## src/rtl/outbuf_fifo.sv

```systemverilog
// rtl/outbuf_fifo.sv - registered output-side token FIFO with stop back-pressure
// Circular queue of DEPTH payloads; the valid bit is carried by the occupancy count.
module outbuf_fifo #(
  parameter int W     = 8,
  parameter int DEPTH = 4,
  parameter int AFULL = 3
) (
  input  logic                         clk,
  input  logic                         rst_n,
  input  logic [W:0]                   core_data,
  output logic                         core_stop,
  output logic [W:0]                   out_data,
  input  logic                         out_stop,
  output logic [$clog2(DEPTH+1)-1:0]   count,
  output logic                         almost_full
);

  localparam int CW = $clog2(DEPTH+1);
  localparam int PW = $clog2(DEPTH);

  logic [W-1:0]  r_mem [DEPTH];
  logic [PW-1:0] r_wr_ptr;
  logic [PW-1:0] r_rd_ptr;
  logic [CW-1:0] r_count;

  logic w_full;
  logic w_empty;
  logic w_enq;
  logic w_deq;

  // Explicit wrap so non-power-of-2 depths cycle through exactly DEPTH slots
  function automatic logic [PW-1:0] ptr_inc(input logic [PW-1:0] p);
    return (p == PW'(DEPTH-1)) ? '0 : p + 1'b1;
  endfunction

  assign w_full  = (r_count == CW'(DEPTH));
  assign w_empty = (r_count == '0);
  assign w_enq   = core_data[W] && !w_full;
  assign w_deq   = !w_empty && !out_stop;

  always_ff @(posedge clk or negedge rst_n) begin
    if (!rst_n) begin
      r_wr_ptr <= '0;
      r_rd_ptr <= '0;
      r_count  <= '0;
    end else begin
      if (w_enq) r_wr_ptr <= ptr_inc(r_wr_ptr);
      if (w_deq) r_rd_ptr <= ptr_inc(r_rd_ptr);
      case ({w_enq, w_deq})
        2'b10:   r_count <= r_count + 1'b1;
        2'b01:   r_count <= r_count - 1'b1;
        default: r_count <= r_count;
      endcase
    end
  end

  always_ff @(posedge clk) begin
    if (w_enq) r_mem[r_wr_ptr] <= core_data[W-1:0];
  end

  assign core_stop   = w_full;
  assign out_data    = {!w_empty, (w_empty ? {W{1'b0}} : r_mem[r_rd_ptr])};
  assign count       = r_count;
  assign almost_full = (r_count >= CW'(AFULL));

endmodule

```

## config.mk

```make
export PLATFORM = sky130hd
export DESIGN_NAME = outbuf_fifo
export DESIGN_NICKNAME = d
export VERILOG_FILES = /design/src/rtl/outbuf_fifo.sv
export SDC_FILE = /design/constraint.sdc
export NUM_CORES = 1
export LEC_CHECK = 0
export BUFFER_PORTS_ARGS = -buffer_cell sky130_fd_sc_hd__buf_2
export CAP_MARGIN = 5
export CORE_ASPECT_RATIO = 1.25
export CORE_MARGIN = 2
export CORE_UTILIZATION = 35
export DETAILED_ROUTE_END_ITERATION = 10
export GPL_TIMING_DRIVEN = 0
export PLACE_DENSITY = 0.6
export SETUP_SLACK_MARGIN = 0.2
export SYNTH_ARGS = -nofsm -noshare
export SYNTH_HDL_FRONTEND = slang
export SYNTH_SLANG_ARGS = --single-unit
```

## constraint.sdc

```tcl
create_clock -name clk -period 3.02 [get_ports clk]
set_input_delay 0.151 -clock clk [delete_from_list [all_inputs] [get_ports clk]]
set_output_delay 0.151 -clock clk [all_outputs]
set_load 0.005 [all_outputs]
```

Yosys cells after proc, flatten, opt, wreduce, memory -nomap -nowiden
Memory sizes are Yosys's and may differ from the RTL's.
Index checks and enable logic that the tools add are counted.
W data, S select, Z words.
{"block": "totals", "ff_bits": 7, "elab_cells": 27, "inputBits": 12, "out_inout_bits": 14, "ramBits": 32, "n_memories": 1}
{"block": "op_classes", "n_addsub": 4, "mux": 6, "n_eq_ne": 5, "order_cmp": 1, "n_reduce_logical": 7}
{"name": "r_mem", "words": 4, "width": 8, "read_ports": 1, "rd_clocked_by_memory_dff": 0, "write_ports": 1, "line": "21", "text": "logic [W-1:0] r_mem [DEPTH];"}
{"operator": "$mux W8", "count": 1}
{"operator": "$eq A2 B2 Y1 const B", "count": 3}
{"operator": "$pmux W3 S2", "count": 1}
{"operator": "$add A2 B1 Y2 const B", "count": 2}
{"operator": "$mux W2", "count": 2}
{"operator": "$add A3 B1 Y3 const B", "count": 1}
{"operator": "$eq A3 B3 Y1 const B", "count": 1}
{"operator": "$ge A3 B2 Y1 const B", "count": 1}
{"operator": "$logic_not A1 Y1", "count": 3}
{"operator": "$logic_not A3 Y1", "count": 1}
{"operator": "$sub A3 B1 Y3 const B", "count": 1}
{"operator": "$eq A2 B1 Y1 const B", "count": 1}
{"operator": "$logic_and A1 B1 Y1", "count": 2}
{"operator": "$mux W1", "count": 2}
{"operator": "$reduce_bool A2 Y1", "count": 1}

Depth between registers and ports, before layout
Gate-level depths: netlist (run 1).
{"block": "depth", "word_depth": 5, "mapped_depth": 9, "ltp_nobuf": 9}

Least setup slack after synthesis (run 1)
No wires, ideal clock.
{"block": "synth_path", "path_type": "reg-to-reg", "start": "reg r_count[0] (netlist: count[0])", "end": "reg r_count[2] (netlist: count[2])", "stages_incl_launch_ff": 10, "synth_period_minus_slack_ns": 1.930, "path_buffers": 0, "setup_ns": 0.079, "slack_ns": 1.090, "arrival_time_ns": 1.850, "required_time_ns": 2.941, "cell_sequence": "dfrtp_1 -> nor3b_4 -> nor2b_4 -> inv_1 -> ha_1 -> inv_1 -> fa_1 -> xor2_1 -> nor2_1 -> xor2_1"}
{"block": "synth_via", "elab_chain_len": 5, "word_cells_on_any_way": 12, "cone_classes": "add/sub: 2; eq/ne: 3; mux: 1; reduce/logical: 6"}
{"item": "start: declaration", "line": "24", "text": "logic [CW-1:0] r_count;"}
{"item": "start signal: assignment", "line": "50", "text": "2'b10: r_count <= r_count + 1'b1;"}
{"item": "start signal: assignment", "line": "51", "text": "2'b01: r_count <= r_count - 1'b1;"}
{"item": "start signal: assignment", "line": "52", "text": "default: r_count <= r_count;"}
{"item": "$eq A3 B3 Y1 (*)", "line": "36", "text": "assign w_full = (r_count == CW'(DEPTH));"}
{"item": "named net core_stop", "line": "11", "text": "output logic core_stop,"}
{"item": "$logic_not A1 Y1 (*)", "line": "38", "text": "assign w_enq = core_data[W] && !w_full;"}
{"item": "$logic_and A1 B1 Y1 (*)", "line": "38"}
{"item": "$eq A2 B1 Y1 / $eq A2 B2 Y1 (equally long branches)", "line": "49", "text": "case ({w_enq, w_deq})"}
{"item": "$pmux W3 S2 / $reduce_bool A2 Y1 (equally long branches)"}
The timed path passes the listed nets; every way through them passes the cells marked *.
A chain may end at the register's enable or synchronous reset.

Final worst setup path (run 1)
{"block": "layout_path", "start": "reg r_count[0] (netlist: count[0])", "end": "reg r_count[2] (netlist: count[2])"}
{"block": "layout_via", "elab_chain_len": 5, "word_cells_on_any_way": 12, "cone_classes": "add/sub: 2; eq/ne: 3; mux: 1; reduce/logical: 6"}
{"item": "$eq A3 B3 Y1 / $logic_not A3 Y1 (equally long branches)", "line": "36, 37"}
{"item": "$logic_not A1 Y1, on equally long branches", "line": "38, 39"}
{"item": "$logic_and A1 B1 Y1, on equally long branches", "line": "38, 39"}
{"item": "$eq A2 B1 Y1 / $eq A2 B2 Y1 (equally long branches)", "line": "49"}
{"item": "$pmux W3 S2 / $reduce_bool A2 Y1 (equally long branches)"}
Parallel ways exist; a longest one is shown, timed or not.

==> key figures, run 1 <==
Die
  – Number of top-level pins: 26
  – Vertical extent of the die: 82.9 microns
  – Rows: 28
  – Starting Density: 36.6%
  – Area of the die: between 0.005 and 0.006 sq mm
  – Core box area: 0.00476 sq mm
  – Width of the chip: 67.1 microns

Yosys
  – Net count after synthesis: 110
  – Count of state elements after synthesis: 39
  – Part of the Yosys area used for sequential elements: ~65%
  – Mapped cell area: 0.00174 sq mm
  – Post-synthesis instance total: 91
  – Unique cell type count in the Yosys netlist: 20
  – Mean Syn Cell Area: 19.2 sq um
  – Synth warnings: 0

Detailed routing
  – Residual antenna-violating net count after detailed routing: 0
  – DRT Wirelength: 2710 microns
  – Wire length per cell: 14.8 microns
  – Final routed DRC violation total: 0
  – Vias per Instance: 4.70
  – Overall via count from detail_route: 865
  – Router iterations before antenna repair: 4
  – Number of violations reported at the end of detailed-routing iteration 0: 16

Timing
  – Period utilization: 67.1%
  – Clock Skews: 0.00608 ns
  – F_max: slightly below 0.5 GHz
  – Max-slew headroom: 64.3%
  – Post-layout minimum cycle time: between 2 and 2.5 ns
  – Worst Max-Slew Pin Slew: 0.536 ns
  – Final hold vios: 0
  – Aggregate negative setup slack: 0 ns
  – Smallest setup slack after layout: 0.993 ns
  – Number of pins exceeding their max-slew limit in the final report: 0
  – Number of setup violations in the final report: 0
  – Unrepaired setup endpoints after global routing: false

Critical path
  – Crit path kind: register to register
  – Critical Path Start Type: register
  – Top fanout value on the critical path: 7
  – Worst setup path startpoint: count[0]
  – Crit path DAT: 2.23 ns
  – Critical path, cell by cell: nor3b_4 > nor2b_4 > inv_1 > ha_1 > inv_1 > fa_1 > xor2_1 > nor2_1 > xor2_1
  – Number of buffer and inverter instances along the worst setup path: 2
  – Launch instance of the worst register-to-register path: count[0]
  – Critical path data required time: approximately 3.2 ns
  – Largest delay share family, worst path: adder cells
  – Category of the worst setup path capture point: register
  – CP max-delay cell: sky130_fd_sc_hd__dfrtp_1
  – Slowest cell delay on critical path: ~0.49 ns

Placement
  – Placer Congestion: 0.673
  – Number of instances in the placed design: ~180
  – Port bufs: 25
  – Post-DP HPWL: 1930 microns
  – Worst setup timing slack at the placement stage: 0.992 ns

Global routing
  – GRT Total Usage: 11.7%
  – Residual overflow from global routing: 0
  – Maximum number of pins on one net before global-route repair: 12
  – Antenna violations before repair: 0
  – First-pass GRT wire length: between 4000 and 5000 microns
  – Number of global-route vias before repair: 980

CTS
  – Number of buffers added by the clock tree synthesis step: 5
  – Count of H-tree levels built during CTS: 2
  – Worst skew pair latency: 0.29 ns
  – Clock Path Buffers: 2
  – Total of cells resized after clock tree synthesis: 0
  – CTS clock-pin slew for the worst setup and hold paths: ~0.070 ns
  – Number of sinks driven by the clock tree: 39
  – Cell at the root of the clock tree: sky130_fd_sc_hd__clkbuf_8
  – Clock tree from TritonCTS: done

Final layout
  – Final cell count without fillers: approximately 180
  – Final core occ: between 40% and 50%
  – Fillcell total: approximately 450
  – Layout area overhead: 16.5%
  – Leading cell type in the layout, fill and taps excluded: sky130_fd_sc_hd__edfxtp_1
  – Number of nets in the layout: 143
  – Storage element area: 0.00114 sq mm
  – Multi-input gate area in the final layout: approximately 570 sq um
  – Layout cells sized above 1: 33.1%
  – Top library cells by usage in the layout, fill and taps aside: 32 x sky130_fd_sc_hd__edfxtp_1, 25 x sky130_fd_sc_hd__buf_2, 8 x sky130_fd_sc_hd__mux4_1, 8 x sky130_fd_sc_hd__and2b_1
  – N_diodes: 0

Hold path
  – Hold wc startpoint: core_data[2]
  – Path class of the lowest-slack min-delay path: input port to register

Power
  – Total power density per cell area: 916 mW/mm^2
  – Standby leakage power: 0.000821 uW
  – Worst supply voltage drop on vdd: 0.000434 V

Job
  – Number of max-cap violations: 0

Outcome
  – Run status: finished, final reports clean
[synthesized netlist by cell type]
library cell | n | share of area [%]
sky130_fd_sc_hd__xnor2_1 | 1 | 0.50
sky130_fd_sc_hd__mux2i_1 | 1 | 0.57
sky130_fd_sc_hd__nor2_1 | 3 | 0.65
sky130_fd_sc_hd__mux4_1 | 8 | 12
sky130_fd_sc_hd__edfxtp_1 | 32 | 55
sky130_fd_sc_hd__xor2_1 | 2 | 1.0
sky130_fd_sc_hd__nor3b_4 | 1 | 1.1
sky130_fd_sc_hd__clkbuf_1 | 1 | 0.22
sky130_fd_sc_hd__nor2b_4 | 1 | 0.79
sky130_fd_sc_hd__fa_1 | 1 | 1.1
sky130_fd_sc_hd__a21o_2 | 1 | 0.50
sky130_fd_sc_hd__dfrtp_1 | 7 | 10
sky130_fd_sc_hd__nor2_4 | 1 | 0.65
sky130_fd_sc_hd__inv_1 | 7 | 1.5
sky130_fd_sc_hd__and2b_1 | 8 | 3.4
sky130_fd_sc_hd__and2_1 | 4 | 1.4
sky130_fd_sc_hd__nor3_4 | 1 | 0.93
sky130_fd_sc_hd__buf_6 | 1 | 0.65
sky130_fd_sc_hd__ha_1 | 6 | 4.3
sky130_fd_sc_hd__mux2_4 | 4 | 3.4
[kinds of logic after synthesis]
family / synth area share, %
DFF: 65.1
and+or+nand+nor: 8.97
muxes: 16.1
buffers and inverters: 2.37
adders and majority gates: 5.45
xor gates and xnor gates: 1.51
AOI/OAI and AO/OA: 0.502
[power breakdown]
part	leakage [uW]	switching (uW)	internal [uW]	total, uW
clock network	0.0000414	164	153	318
logic	0.000404	324	403	728
registers	0.000375	85.8	729	815
total	0.000821	574	1290	1860
[per-stage QoR]
| step | hold slack [ns] | area [sq um] | total power [uW] |
|---|---|---|---|
| 2_1_floorplan | -0.145 | 1740 | 1320 |
| 3_3_place_gp | -0.00628 | 1940 | 1540 |
| 3_5_place_dp | 0.000674 | 1940 | 1580 |
| 4_1_cts | 0.0738 | 2030 | 1900 |
| 5_1_grt | 0.0787 | 2030 | 2010 |
| 6_report | 0.0814 | 2030 | 1860 |
[per-layer routing]
layer | routed length (microns) | global-route usage (%) | vias to the layer above
met5 | 0 | 0 | -
met2 | 1490 | 20.7 | 16
met4 | 49 | 6.12 | 0
li1 | - | - | 408
met1 | 1070 | 12.3 | 434
met3 | 106 | 2.71 | 7
[what timing repair did]
| action | 4_1_cts | 5_1_grt |
|---|---|---|
| buffers inserted | 0 | 0 |
| hold endpoints to repair | 7 | 0 |
| hold buffers | 1 | 0 |
[state kept, by name, indices dropped and copies added (netlist names)]
register,count
r_mem,32
r_rd_ptr,2
r_wr_ptr,2
count,3
[area by class of cell]
type                       instances  area share, %
buffer                             2          0.739
sequential                        39           55.9
multi-input combinational         43           27.9
timing repair buffer              26           6.65
inverter                           7           1.29
clock inverter                     2          0.431
clock buffer                       5           3.39
tap                               60           3.69
[path summary, 6_finish.rpt]
kind	end	slack [ns]	cells past startpoint
hold reg to reg	r_wr_ptr[1]	0.59	1
setup reg to reg	count[2]	0.99	9
max in group asynchronous	count[1]	2.64	2
setup / recovery	count[2]	0.99	9
hold / removal	r_mem[1][2]	0.08	1
min in group asynchronous	count[2]	0.22	2
(Power assumes the default switching activity.)
==> run 2, diff against run 1 <==
--- a/config.mk
+++ b/config.mk
@@ -12,7 +12,7 @@
 export CORE_UTILIZATION = 35
 export DETAILED_ROUTE_END_ITERATION = 10
 export GPL_TIMING_DRIVEN = 0
-export PLACE_DENSITY = 0.6
+export PLACE_DENSITY = 0.62
 export SETUP_SLACK_MARGIN = 0.2
 export SYNTH_ARGS = -nofsm -noshare
 export SYNTH_HDL_FRONTEND = slang
==> constraint.sdc (replaced) <==
create_clock -name clk -period 1.75 [get_ports clk]
set_input_delay 0.0875 -clock clk [delete_from_list [all_inputs] [get_ports clk]]
set_output_delay 0.0875 -clock clk [all_outputs]
set_load 0.005 [all_outputs]
==> run 2 against run 1 <==
Compared with the run above: the run now ends with negative setup slack left; core utilization is 3.5 points higher; power increased by 98%; non-clock buffer count is 17 higher; combinational power rose by 140%; routed wire length up 18%; clock-buffer cell count grew 1; first-iteration DRC count rose to 2.7 times the previous value; critical endpoint unchanged; largest power group is now combinational logic; highest routed layer unchanged.
==> key figures, run 2 (synthesis gave the netlist of run 1 again) <==
CTS
  – Worst skew pair latency: 0.29 ns (about the same)
  – Count of H-tree levels built during CTS: 2 (unchanged)
  – Clock Path Buffers: 2 (unchanged)
  – Clock tree from TritonCTS: done
  – Number of buffers added by the clock tree synthesis step: 5 (unchanged)
  – Number of sinks driven by the clock tree: 39 (unchanged)
  – CTS clock-pin slew for the worst setup and hold paths: 0.08 ns (about the same)
  – Cell at the root of the clock tree: sky130_fd_sc_hd__clkbuf_8

Power
  – Standby leakage power: 0.000886 uW (+7.9%)
  – Total power density per cell area: 1680 mW/mm^2 (+83%)
  – Final Total Pwr: 3690 uW (+98%)
  – Worst supply voltage drop on vdd: 0.000765 V (+76%)

Timing
  – Number of setup violations in the final report: 3 (+3)
  – Max-slew headroom: 83.6% (+19 points)
  – Period utilization: 104% (+37 points)
  – Unrepaired setup endpoints after global routing: true
  – Post-layout minimum cycle time: 1.83 ns (-0.201 ns)
  – Smallest setup slack after layout: -0.0757 ns (-1.07 ns)
  – Clock Skews: 0.0105 ns (+0.00440 ns)
  – F_max: 0.548 GHz (+11%)
  – Number of pins exceeding their max-slew limit in the final report: 0 (unchanged)
  – Aggregate negative setup slack: -0.0811 ns (-0.0811 ns)
  – Worst Max-Slew Pin Slew: 0.246 ns (-0.290 ns)
  – Final hold vios: 0 (unchanged)

Final layout
  – Number of nets in the layout: 160 (+12%)
  – Register containing the most flip-flops in the final layout: r_mem
  – Top library cells by usage in the layout, fill and taps aside: 32 x sky130_fd_sc_hd__edfxtp_1, 25 x sky130_fd_sc_hd__buf_2, 12 x sky130_fd_sc_hd__buf_4
  – Flip-flop count of the largest register after layout: 32 (unchanged)
  – Leading cell type in the layout, fill and taps excluded: sky130_fd_sc_hd__edfxtp_1
  – Layout area overhead: 26.1%
  – N_diodes: 0 (unchanged)
  – Layout cells sized above 1: 56.3% (+23 points)
  – Final cell count without fillers: 202 (+9.8%)

Detailed routing
  – Number of violations reported at the end of detailed-routing iteration 0: 43 (+27)
  – Overall via count from detail_route: 913 (+5.5%)
  – Residual antenna-violating net count after detailed routing: 0 (unchanged)
  – Vias per Instance: 4.52 (-3.9%)
  – WL met2: 1820 microns (+23%)
  – Final routed DRC violation total: 0 (unchanged)
  – M1 WL: 1220 microns (+13%)
  – Amount of wire on met3 after detailed routing: 103 microns (-2.8%)
  – Highest layer used for signal routing: met4
  – DRT Wirelength: 3200 microns (+18%)
  – Wire length per cell: 15.9 microns (+7.5%)
  – Router iterations before antenna repair: 4 (unchanged)

Critical path
  – Top fanout value on the critical path: 2 (-5)
  – Capturing instance or port of the critical path: count[2]
  – Category of the worst setup path capture point: register
  – Worst setup path startpoint: count[0]
  – Critical Path Start Type: register
  – Crit path DAT: 2.04 ns (-0.19 ns)
  – Largest delay share family, worst path: simple AND/OR/NAND/NOR gates
  – Slowest cell delay on critical path: 0.43 ns (-0.06 ns)
  – Critical path data required time: 1.96 ns (-1.27 ns)
  – Crit Reg-Reg Endpoint: count[2]
  – CP max-delay cell: sky130_fd_sc_hd__dfrtp_2
  – Launch instance of the worst register-to-register path: count[0]
  – Number of buffer and inverter instances along the worst setup path: 2 (unchanged)
  – Total number of cells along the worst setup path: 9 (unchanged)
  – Depth of the worst register-to-register path: 9 (unchanged)
  – Crit path kind: register to register
  – Critical path, cell by cell: nor3b_4 > nor2b_4 > inv_2 > ha_4 > inv_2 > fa_2 > xor2_1 > nor2_1 > xor2_1
  – Minimum setup slack among reg-to-reg paths: -0.08 ns (-1.07 ns)

Global routing
  – First-pass GRT wire length: 4760 microns (+1.9%)
  – Maximum number of pins on one net before global-route repair: 13 (+1)
  – Residual overflow from global routing: 0 (unchanged)
  – Number of global-route vias before repair: 954 (-2.7%)
  – Antenna violations before repair: 0 (unchanged)
  – GRT Total Usage: 12.1% (+0.42 points)

Hold path
  – Hold wc startpoint: core_data[4]
  – Path class of the lowest-slack min-delay path: input port to register

Outcome
  – Run status: finished with violations
  – Failing checks: negative setup slack

Placement
  – Post-DP HPWL: 1900 microns (-1.7%)
  – Port bufs: 25 (unchanged)
  – Placer Congestion: 0.694 (+3.1%)
  – Number of instances in the placed design: 176 (unchanged)
  – Worst setup timing slack at the placement stage: -0.226 ns (-1.22 ns)

Die
  – Vertical extent of the die: 82.9 microns (unchanged)
  – Area of the die: 0.00557 sq mm (unchanged)
  – Rows: 28 (unchanged)
  – Width of the chip: 67.1 microns (unchanged)
  – Number of top-level pins: 26 (unchanged)
  – Core box area: 0.00476 sq mm (unchanged)
  – Starting Density: 36.6% (unchanged)

Job
  – Number of max-cap violations: 0 (unchanged)
[run 2: cell count changes in the layout (fill, tap and decap cells not counted), moves of 3 or more]
cell                      delta
sky130_fd_sc_hd__mux4_1      -8
sky130_fd_sc_hd__and2_1      -4
sky130_fd_sc_hd__and2_2      +4
sky130_fd_sc_hd__buf_6       +3
sky130_fd_sc_hd__dfrtp_2     +4
sky130_fd_sc_hd__buf_4      +12
sky130_fd_sc_hd__dfrtp_1     -4
sky130_fd_sc_hd__mux4_2      +8
[run 2: routing by layer]
layer | GRT usage, % | vias up
li1 | - | 434
met1 | 12.5 | 459
met2 | 21.2 | 14
met3 | 4.07 | 6
met4 | 5.57 | 0
met5 | 0 | -
[run 2: worst min path at each step]
stage / to / slack [ns] / cells past startpoint
global route: r_mem[3][4] / 0.008 / 1
floorplan: count[0] / -0.21 / 0
detailed placement: r_wr_ptr[0] / -0.06 / 1
finish: r_mem[3][4] / 0.02 / 1
global placement: r_wr_ptr[0] / -0.07 / 1
CTS: r_mem[3][4] / 0.008 / 1
[run 2: final cells by class]
cell class,count,area (sq um)
clock buffer,6,72.6
inverter,7,26.3
fill,430,2560
clock inverter,2,12.5
tap,60,75.1
timing repair buffer,43,295
multi-input combinational,43,557
sequential,39,1140
buffer,2,20.0
[run 2: repair_timing]
action,in CTS,in global routing
resized for setup,18,4
cloned,0,2
hold buffers,1,0
hold endpoints to repair,7,0
pin swaps,6,2
endpoints found under the setup margin,43,11
setup buffers,11,4
[run 2: metrics by stage]
stage               area (sq um)  hold slack, ns  util, %
CTS                         2130         0.00810     44.7
floorplan                   1750          -0.208        -
detailed placement          1950         -0.0632     41.0
global route                2200         0.00831     46.2
finish                      2200          0.0180     46.2
global placement            1950         -0.0720     41.0
[run 2: where the power goes]
part | leakage, uW | switching [uW] | total (uW) | internal (uW)
clock | 0.0000412 | 290 | 568 | 278
combinational | 0.000474 | 718 | 1730 | 1010
sequential | 0.000371 | 127 | 1400 | 1270
==> run 3, diff against run 2 <==
--- a/config.mk
+++ b/config.mk
@@ -13,7 +13,7 @@
 export DETAILED_ROUTE_END_ITERATION = 10
 export GPL_TIMING_DRIVEN = 0
 export PLACE_DENSITY = 0.62
-export SETUP_SLACK_MARGIN = 0.2
+export SETUP_SLACK_MARGIN = 0.3
 export SYNTH_ARGS = -nofsm -noshare
 export SYNTH_HDL_FRONTEND = slang
 export SYNTH_SLANG_ARGS = --single-unit
==> run 3 against run 2 <==
Compared with the run above: the run still ends with negative setup slack left; sequential share of layout area is 0.059 points higher; first-iteration DRC count is 28% lower; clock skew is 0.00050 ns higher; global-route usage hardly changed; routed wire length is 2.2% lower; setup slack better by 0.00092 ns; critical path type unchanged; critical endpoint unchanged; largest power group unchanged.
==> key figures, run 3 (synthesis gave the netlist of run 1 again) <==
Final layout
  – Layout cells sized above 1: 56.7% (+0.40 points)
  – Final core occ: 46.1% (-0.053 points)
  – Leading cell type in the layout, fill and taps excluded: sky130_fd_sc_hd__edfxtp_1
  – N_diodes: 0 (unchanged)
  – Fillcell total: 433 (+0.70%)
  – Layout area overhead: 26.0%
  – Top library cells by usage in the layout, fill and taps aside: 32 x sky130_fd_sc_hd__edfxtp_1, 25 x sky130_fd_sc_hd__buf_2, 12 x sky130_fd_sc_hd__buf_4
  – Flip-flop count of the largest register after layout: 32 (unchanged)
  – Register containing the most flip-flops in the final layout: r_mem
  – Number of nets in the layout: 159 (-0.63%)

Power
  – Worst supply voltage drop on vdd: 0.000767 V (+0.29%)
  – Relative contribution of the clock network to total power: 15.4% (about the same)
  – Part of the power in registers: 37.6% (-0.2 points)
  – Internal Dissipation: 2570 uW (+0.41%)
  – Switch Pwr: 1140 uW (+0.18%)
  – Total power density per cell area: 1690 mW/mm^2 (+0.46%)
  – Final Total Pwr: 3700 uW (+0.34%)
  – Gate power share: 47.0% (+0.2 points)
  – Switching share of power: 30.7% (-0.049 points)
  – Standby leakage power: 0.000884 uW (-0.19%)

Detailed routing
  – Final routed DRC violation total: 0 (unchanged)
  – Router iterations before antenna repair: 4 (unchanged)
  – Vias per Instance: 4.58 (+1.3%)
  – Amount of wire on met3 after detailed routing: 115 microns (+12%)
  – Number of violations reported at the end of detailed-routing iteration 0: 31 (-28%)
  – DRT Wirelength: 3130 microns (-2.2%)
  – M1 WL: 1160 microns (-4.7%)
  – Residual antenna-violating net count after detailed routing: 0 (unchanged)
  – Wire length per cell: 15.6 microns (-1.7%)
  – Highest layer used for signal routing: met4
  – WL met2: 1800 microns (-1.3%)
  – Overall via count from detail_route: 920 (+0.77%)

Hold path
  – Hold EP: r_mem[3][4]
  – Path class of the lowest-slack min-delay path: input port to register
  – Number of cells on the worst hold path: 1 (unchanged)
  – Hold wc startpoint: core_data[4]

Critical path
  – Launch instance of the worst register-to-register path: count[0]
  – Category of the worst setup path capture point: register
  – Critical Path Start Type: register
  – Crit Reg-Reg Endpoint: count[2]
  – Depth of the worst register-to-register path: 9 (unchanged)
  – Top fanout value on the critical path: 2 (unchanged)
  – Crit path DAT: 2.04 ns (about the same)
  – Minimum setup slack among reg-to-reg paths: -0.07 ns (about the same)
  – Critical path data required time: 1.96 ns (about the same)
  – Crit path kind: register to register
  – Worst setup path startpoint: count[0]

Die
  – Vertical extent of the die: 82.9 microns (unchanged)
  – Core box area: 0.00476 sq mm (unchanged)
  – Rows: 28 (unchanged)
  – Width of the chip: 67.1 microns (unchanged)
  – Area of the die: 0.00557 sq mm (unchanged)
  – Number of top-level pins: 26 (unchanged)
  – Starting Density: 36.6% (unchanged)

CTS
  – Number of sinks driven by the clock tree: 39 (unchanged)
  – Count of H-tree levels built during CTS: 2 (unchanged)
  – Worst skew pair latency: 0.29 ns (about the same)
  – Number of buffers added by the clock tree synthesis step: 5 (unchanged)
  – Cell at the root of the clock tree: sky130_fd_sc_hd__clkbuf_8
  – CTS clock-pin slew for the worst setup and hold paths: 0.08 ns (about the same)
  – Clock Path Buffers: 2 (unchanged)
  – Clock tree from TritonCTS: done

Timing
  – Smallest setup slack after layout: -0.0748 ns (+0.000916 ns)
  – Max-slew headroom: 83.6% (about the same)
  – Number of setup violations in the final report: 1 (-2)
  – Unrepaired setup endpoints after global routing: true
  – Clock Skews: 0.0110 ns (+0.000500 ns)
  – Post-layout minimum cycle time: 1.82 ns (-0.000916 ns)
  – Worst Max-Slew Pin Slew: 0.245 ns (-0.000321 ns)
  – Final hold vios: 0 (unchanged)
  – Period utilization: 104% (about the same)
  – Number of pins exceeding their max-slew limit in the final report: 0 (unchanged)
  – F_max: 0.548 GHz (about the same)

Placement
  – Post-DP HPWL: 1900 microns (unchanged)
  – Port bufs: 25 (unchanged)
  – Worst setup timing slack at the placement stage: -0.226 ns (unchanged)
  – Placer Congestion: 0.694 (unchanged)

Global routing
  – Antenna violations before repair: 0 (unchanged)
  – Number of global-route vias before repair: 952 (-0.21%)
  – Maximum number of pins on one net before global-route repair: 13 (unchanged)
  – Residual overflow from global routing: 0 (unchanged)
  – First-pass GRT wire length: 4770 microns (+0.13%)
  – GRT Total Usage: 12.1% (+0.028 points)

Job
  – Number of max-cap violations: 0 (unchanged)

Outcome
  – Failing checks: negative setup slack
  – Run status: finished with violations
==> run 3: changes by cell type in the layout (fill, tap and decap cells not counted) <==
cell / delta
sky130_fd_sc_hd__and2_4: +4
sky130_fd_sc_hd__and2_2: -4
sky130_fd_sc_hd__buf_8: +1
sky130_fd_sc_hd__inv_1: -1
sky130_fd_sc_hd__inv_2: +1
sky130_fd_sc_hd__buf_6: -2
==> run 3: worst max-delay path by stage <==
| stage | endpoint | cells past startpoint |
|---|---|---|
| 6_report | count[2] | 9 |
| 5_1_grt | count[2] | 9 |
| 4_1_cts | count[2] | 9 |
| 3_5_place_dp | count[2] | 8 |
| 3_3_place_gp | count[2] | 8 |
| 2_1_floorplan | count[2] | 9 |
==> run 3: per-stage QoR <==
| step | area, sq um | hold WS (ns) | TNS (ns) | cells |
|---|---|---|---|---|
| 6_report | 2200 | 0.0184 | -0.0748 | 201 |
| 5_1_grt | 2200 | 0.00831 | -0.476 | 201 |
| 4_1_cts | 2140 | 0.00810 | -0.0270 | 196 |
| 3_5_place_dp | 1950 | -0.0632 | -0.407 | 176 |
| 3_3_place_gp | 1950 | -0.0720 | -0.255 | 176 |
| 2_1_floorplan | 1750 | -0.208 | -0.109 | 91 |
==> run 3: power by group through the flow <==
| stage | logic, uW | clock network (uW) | registers, uW |
|---|---|---|---|
| after floorplan | 893 | 0 | 1410 |
| after global routing | 1890 | 622 | 1420 |
| after CTS | 1640 | 581 | 1380 |
| after global placement | 1250 | 0 | 1420 |
| after detailed placement | 1300 | 0 | 1440 |
| final | 1740 | 569 | 1390 |
==> run 3: repair_timing <==
action | 4_1_cts | 5_1_grt
pin swaps | 6 | 2
setup endpoints to repair | 46 | 13
hold endpoints to repair | 7 | 0
gates cloned | 0 | 1
buffers inserted | 11 | 4
resized for setup | 24 | 2
hold buffers | 1 | 0
==> run 3: final cells by class <==
| type | instances | area (sq um) | share of cell area (%) |
|---|---|---|---|
| Buffer | 2 | 20.0 | 0.911 |
| Clock buffer | 6 | 72.6 | 3.30 |
| Clock inverter | 2 | 12.5 | 0.569 |
| Inverter | 7 | 26.3 | 1.20 |
| Multi-Input combinational cell | 43 | 562 | 25.6 |
| Sequential cell | 39 | 1140 | 51.9 |
| Tap cell | 60 | 75.1 | 3.42 |
| Timing Repair Buffer | 42 | 288 | 13.1 |
==> run 3: routing by layer <==
layer	up-vias	track usage, %
met5	-	0
met4	0	5.57
met3	6	4.07
met2	17	21.3
met1	464	12.5
li1	433	-
==> run 3: critical path, stage by stage (launching register included) <==
cell	delay (ns)
sky130_fd_sc_hd__dfrtp_2	0.43
sky130_fd_sc_hd__nor3b_4	0.27
sky130_fd_sc_hd__nor2b_4	0.07
sky130_fd_sc_hd__inv_2	0.07
sky130_fd_sc_hd__ha_4	0.13
sky130_fd_sc_hd__inv_2	0.04
sky130_fd_sc_hd__fa_2	0.32
sky130_fd_sc_hd__xor2_1	0.15
sky130_fd_sc_hd__nor2_1	0.13
sky130_fd_sc_hd__xor2_1	0.15
